**config.mk**
```make
export PLATFORM = sky130hd
export DESIGN_NAME = nth_root_fxp
export DESIGN_NICKNAME = d
export VERILOG_FILES = /design/src/rtl/nth_root_pkg.sv /design/src/rtl/fxp_mul_trunc.sv /design/src/rtl/nth_root_fxp.sv
export SDC_FILE = /design/constraint.sdc
export NUM_CORES = 1
export LEC_CHECK = 0
export BUFFER_PORTS_ARGS = -buffer_cell sky130_fd_sc_hd__buf_2
export CAP_MARGIN = 20
export CORE_MARGIN = 5
export CORE_UTILIZATION = 45
export CTS_CLUSTER_SIZE = 20
export DETAILED_ROUTE_END_ITERATION = 12
export MAX_ROUTING_LAYER = met4
export PLACE_DENSITY_LB_ADDON = 0.12
export SLEW_MARGIN = 20
export SYNTH_ARGS = -nofsm -noshare
export SYNTH_HDL_FRONTEND = slang
export SYNTH_SLANG_ARGS = --single-unit
```
**constraint.sdc**
```tcl
create_clock -name clk -period 8.25 [get_ports clk]
set_input_delay 0.4125 -clock clk [delete_from_list [all_inputs] [get_ports clk]]
set_output_delay 0.4125 -clock clk [all_outputs]
set_load 0.02 [all_outputs]
```
**src/rtl/nth_root_pkg.sv**
```systemverilog
// Shared types and defaults for the fixed-point n-th root engine.
// No logic: state encoding, width helper and default widths only.
// Imported by the engine top level.
package nth_root_pkg;

  typedef enum logic [1:0] {
    IDLE = 2'd0,
    TRY  = 2'd1,
    MUL  = 2'd2,
    DONE = 2'd3
  } state_t;

  localparam int DEF_IW = 10;
  localparam int DEF_FW = 10;
  localparam int DEF_EW = 3;

  // Result width: integer bits plus fraction bits.
  function automatic int calc_rw(input int iw, input int fw);
    return iw + fw;
  endfunction

endpackage

```
**src/rtl/fxp_mul_trunc.sv**
```systemverilog
// Unsigned RW x RW fixed-point multiply, product truncated by FW fraction bits.
// Latency: combinational.
// Backpressure: none; a pure function of its operands.
module fxp_mul_trunc #(
  parameter int RW = 20,
  parameter int FW = 10,
  localparam int PW = 2 * RW - FW
) (
  input  logic [RW-1:0] a,
  input  logic [RW-1:0] b,
  output logic [PW-1:0] p
);

  logic [2*RW-1:0] full;

  // The full-width product is kept, so a large trial power can never wrap
  // into a small value and be wrongly accepted.
  assign full = {{RW{1'b0}}, a} * {{RW{1'b0}}, b};
  assign p    = PW'(full >> FW);

endmodule

```
**src/rtl/nth_root_fxp.sv**
```systemverilog
// Bit-serial fixed-point n-th root: MSB-first trial powering on one shared multiplier.
// Latency: 1 cycle for n<=1 or A==0, otherwise at most RW*n+1 cycles from acceptance.
// Backpressure: in_ready low while busy; the result holds stable until out_ready.
module nth_root_fxp
  import nth_root_pkg::*;
#(
  parameter int IW = DEF_IW,
  parameter int FW = DEF_FW,
  parameter int EW = DEF_EW,
  localparam int RW = calc_rw(IW, FW)
) (
  input  logic          clk,
  input  logic          rst_n,
  input  logic          in_valid,
  output logic          in_ready,
  input  logic [IW-1:0] in_radicand,
  input  logic [EW-1:0] in_exp,
  output logic          out_valid,
  input  logic          out_ready,
  output logic [RW-1:0] out_data,
  output logic          out_err
);

  localparam int BW = $clog2(RW);
  localparam int PW = 2 * RW - FW;
  localparam logic [BW-1:0] TOP_BIT = BW'(RW - 1);
  localparam logic [RW-1:0] ONE     = RW'(1) << FW;

  state_t          state;
  logic [RW-1:0]   r_val;
  logic [RW-1:0]   res;
  logic [RW-1:0]   acc;
  logic [RW-1:0]   cand;
  logic [EW-1:0]   n_val;
  logic [EW-1:0]   cnt;
  logic [BW-1:0]   bit_idx;

  logic [PW-1:0]   p;
  logic [RW-1:0]   mask;
  logic            p_le;
  logic            p_eq;
  logic            last_mul;
  logic            decide;
  logic            accept;
  logic            finish;

  fxp_mul_trunc #(.RW(RW), .FW(FW)) u_mul (
    .a (acc),
    .b (cand),
    .p (p)
  );

  // Decision logic for the current MUL cycle. Early reject is only safe when
  // the candidate is >= 1.0; below 1.0 the products shrink, so all n-1
  // multiplies must run before the verdict.
  always_comb begin
    mask     = RW'(1) << bit_idx;
    p_le     = (p <= PW'(r_val));
    p_eq     = (p == PW'(r_val));
    last_mul = (cnt == n_val - EW'(1));
    decide   = last_mul || (!p_le && (cand >= ONE));
    accept   = last_mul && p_le;
    finish   = (accept && p_eq) || (bit_idx == '0);
  end

  // Control FSM with registered handshake and result outputs.
  always_ff @(posedge clk) begin
    if (!rst_n) begin
      state     <= IDLE;
      in_ready  <= 1'b1;
      out_valid <= 1'b0;
      out_data  <= '0;
      out_err   <= 1'b0;
      r_val     <= '0;
      res       <= '0;
      acc       <= '0;
      cand      <= '0;
      n_val     <= '0;
      cnt       <= '0;
      bit_idx   <= '0;
    end else begin
      case (state)
        IDLE: begin
          if (in_valid) begin
            r_val    <= RW'(in_radicand) << FW;
            n_val    <= in_exp;
            in_ready <= 1'b0;
            if (in_exp == '0) begin
              out_data <= '0;
              out_err  <= 1'b1;
              state    <= DONE;
            end else if (in_exp == EW'(1)) begin
              out_data <= RW'(in_radicand) << FW;
              state    <= DONE;
            end else if (in_radicand == '0) begin
              // Tiny candidates truncate to a zero power, so a zero radicand
              // is answered directly rather than by the trial search.
              out_data <= '0;
              state    <= DONE;
            end else begin
              res     <= '0;
              bit_idx <= TOP_BIT;
              state   <= TRY;
            end
          end
        end
        TRY: begin
          cand  <= res | mask;
          acc   <= res | mask;
          cnt   <= EW'(1);
          state <= MUL;
        end
        MUL: begin
          if (decide) begin
            if (accept) res <= res | mask;
            if (finish) begin
              out_data <= accept ? (res | mask) : res;
              state    <= DONE;
            end else begin
              bit_idx <= bit_idx - BW'(1);
              state   <= TRY;
            end
          end else begin
            acc <= p[RW-1:0];
            cnt <= cnt + EW'(1);
          end
        end
        DONE: begin
          if (!out_valid) begin
            out_valid <= 1'b1;
          end else if (out_ready) begin
            out_valid <= 1'b0;
            out_data  <= '0;
            out_err   <= 1'b0;
            in_ready  <= 1'b1;
            state     <= IDLE;
          end
        end
        default: state <= IDLE;
      endcase
    end
  end

endmodule

```
==> flow_results.org, run 1 <==
** Placement
- Total of buffers placed on input and output ports :: 39
- The congestion estimate from routability-driven global placement came to roughly 0.9.
- Post-DP HPWL :: 45400 um
- In this run the cell area measured after placement is approximately 21000 sq um.

** Timing
- Hold is met by 0.292 ns.
- For the pin with the worst max-slew slack, the measured transition is around 1.0 ns.
- Max frequency :: 119 MHz
- Setup violation total in the final timing report :: 58
- Max_slew headroom :: between 30% and 40%
- Setup slack on the critical path of the routed design comes to -0.178 ns.
- The final hold violation count is 0.
- Setup repair after global routing missed its margin :: true
- Clock skew :: 0.0136 ns
- Post-layout minimum cycle time :: 8.43 ns
- The max-slew violation count is 0.
- Final cycle utilization of the critical path :: 102%

** Cells and area
- Most frequent cells in the layout :: inv_1, nand2_1, fa_1
- # nets final :: roughly 2900
- Fraction of final layout cells sized beyond drive strength 1 :: 18.4%
- After routing the design area is 22600 sq um.
- Area overhead of the layout relative to synthesis :: 18.2%
- The library cell used most frequently in the layout, excluding fill and tap cells, is inv_1.
- 0 antenna diodes ended up in the layout.

** Routing
- The pre-antenna-repair detailed-routing pass consisted of 5 iterations.
- In the routed design, unresolved DRC markers number 0.
- DRT iter0 DRCs :: 1024
- Overall via count from detail_route :: 15900
- The routed design has 56900 um of wire.
- WL/cell :: 19.2 um
- In the routed layout, each cell is associated on average with a via count of 5.37.
- The count of nets left with antenna violations once routing finished came out at 0.

** Yosys
- Top-area cell type share of the netlist area :: 33.5%
- Mapped cell area :: 19100 sq um
- Yosys attributes the largest share of cell area to fa_1, dfxtp_1, ha_1.
- Count of flip-flops with a built-in enable after synthesis :: 0
- Sequential elements use 11.1% of the synthesized area.
- The cell count after synthesis came out at 2258.
- Synthesized flop and latch total :: around 110
- For this run, the number of Yosys warnings is 0.
- Most area-hungry cell type in the Yosys netlist :: fa_1
- Among all flip-flop cells after synthesis, the most frequent one is dfxtp_1.
- Post-synthesis async set-or-reset flop share :: 0%
- Post-synth net total :: 2759
- Per-instance average area after synthesis :: 8.45 sq um
- Cell variety after synth :: 72

** Setup path
- The most critical setup path has its startpoint at acc[9].
- Crit path DAT :: 8.67 ns
- Crit. End Element :: register
- Family of cells with the greatest summed delay on the critical path :: adder cells
- In this run the register-to-register setup slack is -0.18 ns.
- Startpoint Class :: register
- Class of the most critical setup path :: register to register
- Together, buffers and inverters on the worst path number 9.
- The largest single stage delay on the critical path is 0.56 ns.
- Maximum fanout along the worst path :: 7
- Master of the slowest instance on the critical path :: fa_1
- The most numerous cell type found on the critical path is fa_1.
- FF-to-FF Start :: acc[9]
- For the worst setup path, the data required time is 8.49 ns.

** GRT
- Antenna violations before repair :: 0
- Entering global routing, the biggest net connects 95 pins.
- The first global-routing pass estimated 92000 um of wire.
- In the global route stage, overall resource usage came out at 25.2%.
- The via count of the first global-routing pass was 16700.
- Global-route congestion overflow total :: 0

** CTS
- Worst-Skew Late Latency :: 0.37 ns
- In this run, CTS created clock tree buffers numbering 9.
- Total clock sinks :: 106
- TritonCTS clock tree :: done
- Clock-pin slew was measured on the worst setup and hold paths at 0.09 ns.
- CTS built an H-tree with a depth of 3.
- Number of hold buffers added after cts :: 0
- CTS Root Buffer Type :: clkbuf_16
- No sink is reached through more buffers than the 2 on the longest clock path.

** Hold path
- The path class of the tightest hold or removal check is primary input to register.
- In this run the most critical hold path is launched from in_exp[1].

** Floorplan
- The floorplan has 75 rows.
- Initial cell density of the core :: 45.5%
- Horizontal die dimension :: 216 um
- Chip height :: 216 um
- The floorplan step defined a die boundary enclosing 46600 sq um.
- The total area inside the core boundary comes to 41900 sq um.
- Number of top-level pins :: 40

** Power and ir drop
- Power density of the placed cells :: 187 nW/um^2
- The analysis attributes to cell leakage a power of 11.3 nW.
- Worst voltage drop across the vdd grid :: between 0.3 and 0.4 mV

** Run status
- Status :: finished, violations left
- Failing checks :: setup timing

** Flow run
- Maxcap violations :: 0
## repair_timing
action                                  4_1_cts  5_1_grt
endpoints found under the setup margin       70       70
buffers inserted                             21       10
cloned                                        3        1
resized for setup                           122       57
pin swaps                                    54       61
## cell families after synthesis
kind of cell               after synthesis  share of synthesized area, %
AOI/OAI and AO/OA                      324                          11.7
xor gates and xnor gates                28                          1.29
adders and majority gates              484                          44.3
buffers and inverters                  535                          10.6
DFF                                    106                          11.1
muxes                                   42                          2.22
and+or+nand+nor                        739                          18.8
## synth_stat cells (4+ instances only)
library cell    n
nor2b_1         9
o21a_1          9
dfxtp_1       106
o221a_2         9
clkbuf_1      128
o21bai_1        4
a221oi_1        4
and3_1         10
fa_1          319
xor2_1          6
nor2_1         78
a21oi_1        95
a21o_1         14
and4_1          7
nand2_1       345
a211oi_1       30
or3_1           7
nand3_1        21
mux2i_1        40
o31ai_1         6
o211ai_1       30
and2_1        206
o21ai_0        52
nand4_1        19
buf_2           7
a2111o_1       10
inv_1         395
a22o_1         11
ha_1          165
nor3_1         11
a31oi_1         6
nor4_1         16
o211a_1         5
xnor2_1        22
## power breakdown
group / internal [W] / switching, W
clock: 0.000250 / 0.000248
sequential: 0.000594 / 0.000127
combinational: 0.00130 / 0.00169
## tightest hold or removal path: cells and delay by family
kind | cells | cell delay, ns
AND/OR/NAND/NOR | 1 | 0.05
AO/OA/AOI/OAI | 1 | 0.05
buffers and inverters | 1 | 0.11
## cell type report
cell class,instances,area (sq um)
Clock buffer,9,225
Clock inverter,7,108
Fill cell,3881,19400
Inverter,397,1490
Multi-Input combinational cell,1618,15500
Sequential cell,106,2190
Tap cell,539,674
Timing Repair Buffer,287,2380
## stage by stage
step / std cells / power [W] / worst slack, ns / setup TNS [ns] / utilization [%]
2_1_floorplan: 2258 / 0.00213 / 0.00355 / 0 / -
3_3_place_gp: 2922 / 0.00323 / -0.626 / -35.20 / 50.9
3_5_place_dp: 2922 / 0.00323 / -0.761 / -41.23 / 50.9
4_1_cts: 2960 / 0.00413 / -0.0848 / -1.41 / 53.3
5_1_grt: 2963 / 0.00450 / -0.444 / -25.44 / 53.8
6_report: 2963 / 0.00421 / -0.178 / -5.34 / 53.8
## sequential cells by signal (all words and copies together), names as in the netlist, 3 cells and up
signal    cells
acc          20
cand         20
out_data     20
res          20
r_val        10
bit_idx       5
cnt           3
n_val         3
## per-layer routing
metal / track usage (%) / wire length [um]
met5: - / 0
met4: 3.75 / 864
met3: 2.26 / 2110
met2: 41.2 / 27400
met1: 35.3 / 26500
## worst paths after layout
check | endpoint | depth (start not counted)
max | acc[4] | 34
min | n_val[1] | 3
max reg2reg | acc[4] | 34
min reg2reg | r_val[16] | 2
No activity file was read; power rests on OpenSTA's default activity.
==> run 2, diff against run 1 <==
--- a/config.mk
+++ b/config.mk
@@ -16,4 +16,5 @@
 export SLEW_MARGIN = 20
 export SYNTH_ARGS = -nofsm -noshare
 export SYNTH_HDL_FRONTEND = slang
+export SYNTH_HIERARCHICAL = 1
 export SYNTH_SLANG_ARGS = --single-unit
==> constraint.sdc (replaced) <==
create_clock -name clk -period 9.4 [get_ports clk]
set_input_delay 0.47 -clock clk [delete_from_list [all_inputs] [get_ports clk]]
set_output_delay 0.47 -clock clk [all_outputs]
set_load 0.02 [all_outputs]
==> flow_results.org, run 2 <==
** Floorplan
- Die area :: 43900 sq um
- For this configuration, the core starts out at a cell density of between 40% and 50%.
- 40 I/O pins were placed.
- Chip height :: 210 um
- Row Count :: 73
- The region available for standard cell placement spans 39500 sq um.
- Horizontal die dimension :: 210 um

** Placement
- Pre-CTS WS :: 0.275 ns
- The wire-length estimate of the detail-placed layout is 39300 um.
- Routability-driven placement finished with a final weighted congestion of 0.897.
- Total of buffers placed on input and output ports :: 39
- Placed Instance Area :: 18800 sq um
- After detailed placement, the design holds a cell count of 2579.

** Yosys
- After synthesis, the largest area contributor takes up around 36% of total cell area.
- Synth Warn # :: 6
- The synthesized netlist occupies a cell area of 17900 sq um.
- Each instance of the synthesized netlist takes up on average between 8 and 9 sq um.
- In this run, synthesis inferred 0 flip-flops with an integrated enable.
- In the synthesized netlist, the number of instances is 2072.
- Post-synth net total :: 2573
- In the synthesized netlist the dominant register cell turns out to be dfxtp_1.
- Most frequent cells after synthesis :: inv_1, fa_1, nand2_1
- Cell variety after synth :: 67
- Synthesized flop and latch total :: 106
- Top-count cell post-synth :: inv_1
- Cells taking the most area after synthesis :: fa_1, dfxtp_1, ha_1
- After synthesis, the share of flip-flops with an asynchronous set or reset is 0%.
- Sequential elements use approximately an eighth of the synthesized area.
- Most area-hungry cell type in the Yosys netlist :: fa_1

** Timing
- Max frequency :: ~110 MHz
- The worst pin sits at a relative slew slack of 31.2%.
- Setup repair after global routing could not meet its margin everywhere.
- Final cycle utilization of the critical path :: 95.4%
- Worst hold margin :: 0.378 ns
- Final Max Tran Viols :: 0
- Worst-margin pin slew :: 1.02 ns
- Clock skew :: 0.0119 ns
- Post-layout minimum cycle time :: 8.96 ns
- After layout, the worst setup slack is 0.436 ns.
- The final hold violation count came to 0.
- Setup violation total in the final timing report :: 0

** GRT
- Global-route congestion overflow total :: 0
- First-pass GRT wire length :: a little over 80000 um
- All-Layer GR Usage :: 23.5%
- Antenna violations before repair :: 0
- Entering global routing, the biggest net connects 62 pins.
- Via count of the first global-routing pass :: 14800

** Hold path
- The worst hold path begins at in_radicand[9].
- Counting instances, the worst hold path has a depth of 3.
- The worst hold path belongs to the class primary input to register.
- For hold timing, the worst endpoint is r_val[19].

** Routing
- Summing over every cut layer, the via total after detailed routing is 13700.
- In the routed layout, each cell is associated on average with a via count of 5.28.
- The count of nets left with antenna violations once routing finished came out at 0.
- WL/cell :: between 15 and 20 um
- Total wirelength of the detailed-routed design :: 49000 um
- Detailed-route DRC error count :: 0
- DRT iter0 DRCs :: 847
- Before antenna repair, the detailed router went through 6 iterations.

** CTS
- CTS Root Buffer Type :: clkbuf_16
- Clock tree synthesis found a total of around 110 sinks.
- Clock-pin slew was measured on the worst setup and hold paths at 0.08 ns.
- TritonCTS created 9 clock buffers.
- TritonCTS clock tree :: done
- The H-tree generated during clock tree synthesis spans 3 levels.
- Maximum number of buffers from clock root to sink :: 2
- Worst-Skew Late Latency :: ~0.36 ns
- Number of hold buffers added after cts :: 0

** Setup path
- Worst reg2reg endpoint :: bit_idx[3]
- Master of the slowest instance on the critical path :: or4_4
- Crit path DAT :: 9.26 ns
- Setup slack on the worst flop-to-flop path :: ~0.44 ns
- Largest stage delay on the critical path :: 0.60 ns
- Startpoint Class :: register
- Of all nets on the critical path, the largest fanout is 10.
- Crit. End Element :: register
- Crit path buffers/inverters :: 4
- Data required time at the worst endpoint :: 9.69 ns
- In this run the critical register-to-register path is launched from cand[5].
- Grouping stages by cell kind, the critical path spends the most delay in adder cells.
- Counting cells, the worst reg-to-reg path comes to 28.
- Most used cell along the critical path :: fa_1
- The setup path with the least slack is of type register to register.

** Power and ir drop
- Dividing total power by cell area gives a power density of 108 nW/um^2.
- Clock power frac :: 18.5%
- Across the VDD grid, the largest voltage drop is 0.189 mV.
- Of the total power, the share spent switching nets is approximately 50%.
- Per report_power, the sequential group accounts for about a third of the total.
- The share of total power dissipated in combinational logic is 46.6%.
- Summed over all cells, the static leakage comes to roughly 9.6 nW.
- Internal power comes to 0.00103 W.
- In this run the power spent charging and discharging nets is 0.00103 W.

** Cells and area
- From synthesis to final layout, the design area changed by 6.59%.
- For this run, the post-layout net count is around 2600.
- The multi-input combinational cells in the finished layout cover a total of 14000 sq um.
- Fill cells in the final layout number 3894.
- The post-route netlist has under 10% of its cells at a drive strength greater than 1.
- Count of inserted antenna diode cells :: 0
- Most common cell after layout, fill and taps aside :: inv_1
- Post-route cell area :: 19100 sq um
- Number of standard cells in the layout, taps in and fillers out :: 2595
- Leaving out fill and tap cells, the most frequent cells in the layout are inv_1, fa_1, nand2_1.
- Storage cell area :: 2140 sq um

** Flow run
- The tool flagged a number of max-cap violations equal to 0.

** Run status
- Status :: finished, final reports clean
## run 2: worst max path at each step
stage / from / end / cells past startpoint
floorplan: acc[10] / out_data[0] / 32
global placement: acc[7] / out_data[0] / 28
detailed placement: acc[7] / res[17] / 29
CTS: cand[8] / res[17] / 29
global route: cand[5] / out_data[7] / 28
finish: cand[5] / bit_idx[3] / 28
## run 2: power groups by stage
stage	Sequential (W)	Clock, W	Combinational [W]
global route	0.000740	0.000409	0.00104
floorplan	0.000616	0	0.000642
detailed placement	0.000727	0	0.000944
finish	0.000719	0.000381	0.000959
CTS	0.000719	0.000390	0.000950
global placement	0.000725	0	0.000936
## run 2: cell families (layout without fill, tap and decap cells)
group                    Yosys count  in the layout  synth area share (%)
XOR/XNOR                          34             34                  1.74
AND/OR/NAND/NOR                  675            675                  18.8
buffers and inverters            487            485                  10.2
adder cells (fa/ha/maj)          484            484                  47.1
flip-flops                       106            106                  11.8
AO/OA/AOI/OAI                    286            286                  10.3
## run 2: cell type report
cell class / instances / area share (%)
clock buffer: 11 / 1.32
sequential: 106 / 11.2
tap: 525 / 3.44
multi-input combinational: 1479 / 73.2
clock inverter: 5 / 0.242
inverter: 371 / 7.29
timing repair buffer: 98 / 3.34
## run 2: metal layers
layer,vias to the layer above,wire length [um],track usage [%]
met5,-,0,-
met4,0,909,4.70
met3,52,2160,2.60
met2,318,23200,38.0
met1,6906,22800,32.5
li1,6434,-,-
## run 2: what timing repair did
action / CTS / global route
setup buffers: 0 / 0
gates resized for setup: 0 / 16
setup endpoints to repair: 0 / 48
## run 2: worst reg2reg max path: cells and delay by family, from the launching register on
family	cells	cell delay, ns
AO/OA/AOI/OAI	6	1.41
XOR/XNOR	1	0.14
adder cells (fa/ha/maj)	9	4.29
buffers and inverters	4	0.23
flip-flops	1	0.48
AND/OR/NAND/NOR	8	2.36
## run 2: through the flow
stage	power, W	setup TNS [ns]	util, %
2_1_floorplan	0.00126	0	-
3_3_place_gp	0.00166	0	47.5
3_5_place_dp	0.00167	0	47.5
4_1_cts	0.00206	0	48.3
5_1_grt	0.00219	-0.0109	48.3
6_report	0.00206	0	48.3
==> run 3, diff against run 2 <==
--- a/config.mk
+++ b/config.mk
@@ -5,9 +5,10 @@
 export SDC_FILE = /design/constraint.sdc
 export NUM_CORES = 1
 export LEC_CHECK = 0
+export ABC_AREA = 1
 export BUFFER_PORTS_ARGS = -buffer_cell sky130_fd_sc_hd__buf_2
 export CAP_MARGIN = 20
-export CORE_MARGIN = 5
+export CORE_MARGIN = 4
 export CORE_UTILIZATION = 45
 export CTS_CLUSTER_SIZE = 20
 export DETAILED_ROUTE_END_ITERATION = 12
==> flow_results.org, run 3 <==
** Floorplan
- Row Count :: 76
- Initial cell density of the core :: 45.6%
- Measured along the x axis, the die boundary spans 217 um.
- Number of top-level pins :: 40
- Chip height :: 217 um
- After floorplanning, the core was sized to cover ~43000 sq um.
- The die covers 47200 sq um.

** Setup path
- The cell that appears most often on the critical path is nand2_1.
- Data required time at the worst endpoint :: 9.66 ns
- Largest stage delay on the critical path :: 0.97 ns
- Maximum fanout along the worst path :: 40
- The worst setup path is launched from a register.
- In this design, the largest share of critical-path delay is due to adder cells.
- The worst setup path is captured at a register.
- Crit path DAT :: 9.13 ns
- Master of the slowest instance on the critical path :: dfxtp_1
- Counting both buffers and inverters, the worst setup path holds a total of 9.
- The critical path in this run is classified as register to register.
- Setup slack on the worst reg-to-reg path comes out at 0.54 ns.

** Timing
- Clock skew :: 0.0137 ns
- Setup total negative slack on the finished layout was measured at 0 ns.
- The max-slew violation count came to 0.
- At the pin with the least slew margin, the transition time is 0.992 ns.
- Post-layout minimum cycle time :: approximately 8.9 ns
- Setup repair after global routing missed its margin :: false
- Dividing the final minimum period by the clock period gives 94.3%.
- For this run, the top clock speed supported by timing is 113 MHz.
- Measured against its own limit, the worst slew margin works out to between 30 and 40%.
- Setup violations remaining at the end of the flow were counted as 0.
- The final hold violation count is 0.

** GRT
- Grt met3 use :: 2.43%
- Antenna violations before repair :: 2
- The via count of the first global-routing pass was 17300.
- Global routing used 42.6% of the available met2 tracks.
- Entering global routing, the biggest net connects 95 pins.
- Gr busiest metal :: met2
- Global-route congestion overflow total :: 0
- Met1 Usage GRT :: 34.8%
- First-pass GRT wire length :: 93500 um
- All-Layer GR Usage :: 25.7%

** Yosys
- In the synthesized netlist the async set-or-reset flop fraction comes to 0%.
- The synthesized design spends more area on one cell type than any other, namely fa_1.
- Top-area cell type share of the netlist area :: 32.4%
- Sequential elements use 10.8% of the synthesized area.
- The netlist uses 43 different library cells.
- Each instance of the synthesized netlist takes up on average 7.01 sq um.
- Sorting the synthesized cells by area gives the leading types as fa_1, nand2_1, inv_1.
- Post-synthesis cell count :: approximately 2800
- In this run the cell area of the synthesized design comes to 19700 sq um.
- Most frequent cells after synthesis :: nand2_1, inv_1, fa_1
- Yosys printed 6 warnings.
- Post-synth net total :: ~3300
- Count of flip-flops with a built-in enable after synthesis :: 0
- Among all flip-flop cells after synthesis, the most frequent one is dfxtp_1.
- Yosys instantiated no cell more often than nand2_1.
- Synthesized flop and latch total :: 106

** Cells and area
- The library cells used most frequently in the layout, excluding fill and tap cells, are nand2_1, inv_1, fa_1.
- Storage cell area :: 2120 sq um
- Fill cells in the final layout number 4563.
- Most common cell after layout, fill and taps aside :: nand2_1
- # nets final :: 3292
- Area overhead of the layout relative to synthesis :: 5.69%
- With fillers left out, the area of the finished cells amounts to 20800 sq um.
- Number of standard cells in the layout, taps in and fillers out :: 3383
- Multi-input gate area in the final layout :: between 10000 and 15000 sq um
- Of the cells placed in the final design, the portion with a size suffix greater than 1 is ~5.2%.

** Power and ir drop
- Clock power frac :: 7.9%
- Switching Power :: 0.00310 W
- Proportion of power drawn by combinational gates :: 74.0%
- The internal power of the cells totals between 0.002 and 0.0025 W.
- Power density of the placed cells :: 254 nW/um^2
- In this run, flip-flops and latches consume 18.1% of the power.
- The worst-case IR drop observed on VDD is about 0.16 mV.
- Design Power :: 0.00528 W
- Net switching is 58.7% of the power.
- In this run the static leakage power is 12.8 nW.

** Routing
- Detailed-route DRC error count :: 0
- Detailed-route vias per instance :: 4.93
- The final layout contains routed wiring with a total length of roughly 57000 um.
- Drt first pass iters :: 6
- In the final routed layout, each cell accounts on average for approximately 17 um.
- Overall via count from detail_route :: 16700
- The detailed router finished its first iteration with 1149 violations.
- The detail route stage leaves a number of antenna-violating nets equal to 0.

** CTS
- No sink is reached through more buffers than the 2 on the longest clock path.
- Worst-path clk slew :: ~0.080 ns
- In this run the number of H-tree levels came out at 3.
- Clock buffers created by TritonCTS :: 9
- At the later pin of the worst-skew pair, clock insertion delay measures approximately 0.36 ns.
- Number of hold buffers added after cts :: 0
- CTS Root Buffer Type :: clkbuf_16
- Post-CTS setup repair buffer count :: 0
- TritonCTS clock tree :: done
- The clock drives 106 sinks.
- Gates resized, CTS repair :: 0

** Placement
- Including well taps, the total number of placed cells is between 3000 and 4000.
- Total of buffers placed on input and output ports :: 39
- The placed instances occupy a cell area of 20500 sq um.
- Final weighted congestion of routability-driven global placement :: 0.952
- Summed over all nets, the half-perimeter wirelength after detailed placement is ~47000 um.

** Flow run
- Maxcap violations :: 0

** Run status
- The flow ran to the end, and the final reports show no timing, DRC or antenna violations.

** Hold path
- Hold/Removal Path Class :: primary input to register
run 3: area by class of cell:
type                            instances  share of cell area [%]
Antenna cell                            2                  0.0240
Inverter                              742                    13.4
Tap cell                              585                    3.52
Timing Repair Buffer                   91                    2.93
Clock buffer                            9                    1.08
Sequential cell                       106                    10.2
Multi-Input combinational cell       1841                    68.4
Clock inverter                          7                   0.445
run 3: worst reg2reg max path, delay by kind of cell, from the launching register on:
kind	cells	cell delay (ns)
xor gates and xnor gates	1	0.18
buffers and inverters	9	0.78
adders and majority gates	9	4.20
AOI/OAI and AO/OA	3	0.70
and+or+nand+nor	15	1.95
DFF	1	0.97
run 3: kinds of logic (layout without fill, tap and decap cells):
| kind of cell | after synthesis | after routing | synth area share [%] |
|---|---|---|---|
| AOI/OAI and AO/OA | 208 | 208 | 5.83 |
| xor gates and xnor gates | 24 | 24 | 1.07 |
| adders and majority gates | 484 | 484 | 42.9 |
| buffers and inverters | 863 | 849 | 16.9 |
| DFF | 106 | 106 | 10.8 |
| other | 0 | 2 | 0 |
| and+or+nand+nor | 1125 | 1125 | 22.5 |
run 3: worst paths after layout:
kind | startpoint | endpoint | cells after the start
hold / removal | out_ready | state[0] | 4
setup / recovery | cand[3] | res[5] | 37
hold reg to reg | in_ready | in_ready | 2
setup reg to reg | cand[3] | res[5] | 37
run 3: metrics by stage:
step	utilization [%]	hold slack, ns	worst slack [ns]
floorplan	-	0.433	2.41
global placement	47.5	0.434	0.693
detailed placement	47.5	0.440	0.658
CTS	48.2	0.398	0.629
global route	48.2	0.433	0.0596
finish	48.2	0.407	0.537
run 3: layer usage:
metal / up-vias / wire [um]
li1: 8059 / -
met4: 0 / 1250
met1: 8131 / 26000
met3: 81 / 2720
met2: 393 / 27500
met5: - / 0
run 3: power groups by stage:
stage | combinational, W | clock (W) | sequential (W)
floorplan | 0.00286 | 0 | 0.000761
global placement | 0.00386 | 0 | 0.000963
detailed placement | 0.00388 | 0 | 0.000967
CTS | 0.00393 | 0.000423 | 0.000960
global route | 0.00445 | 0.000439 | 0.000983
finish | 0.00391 | 0.000416 | 0.000959
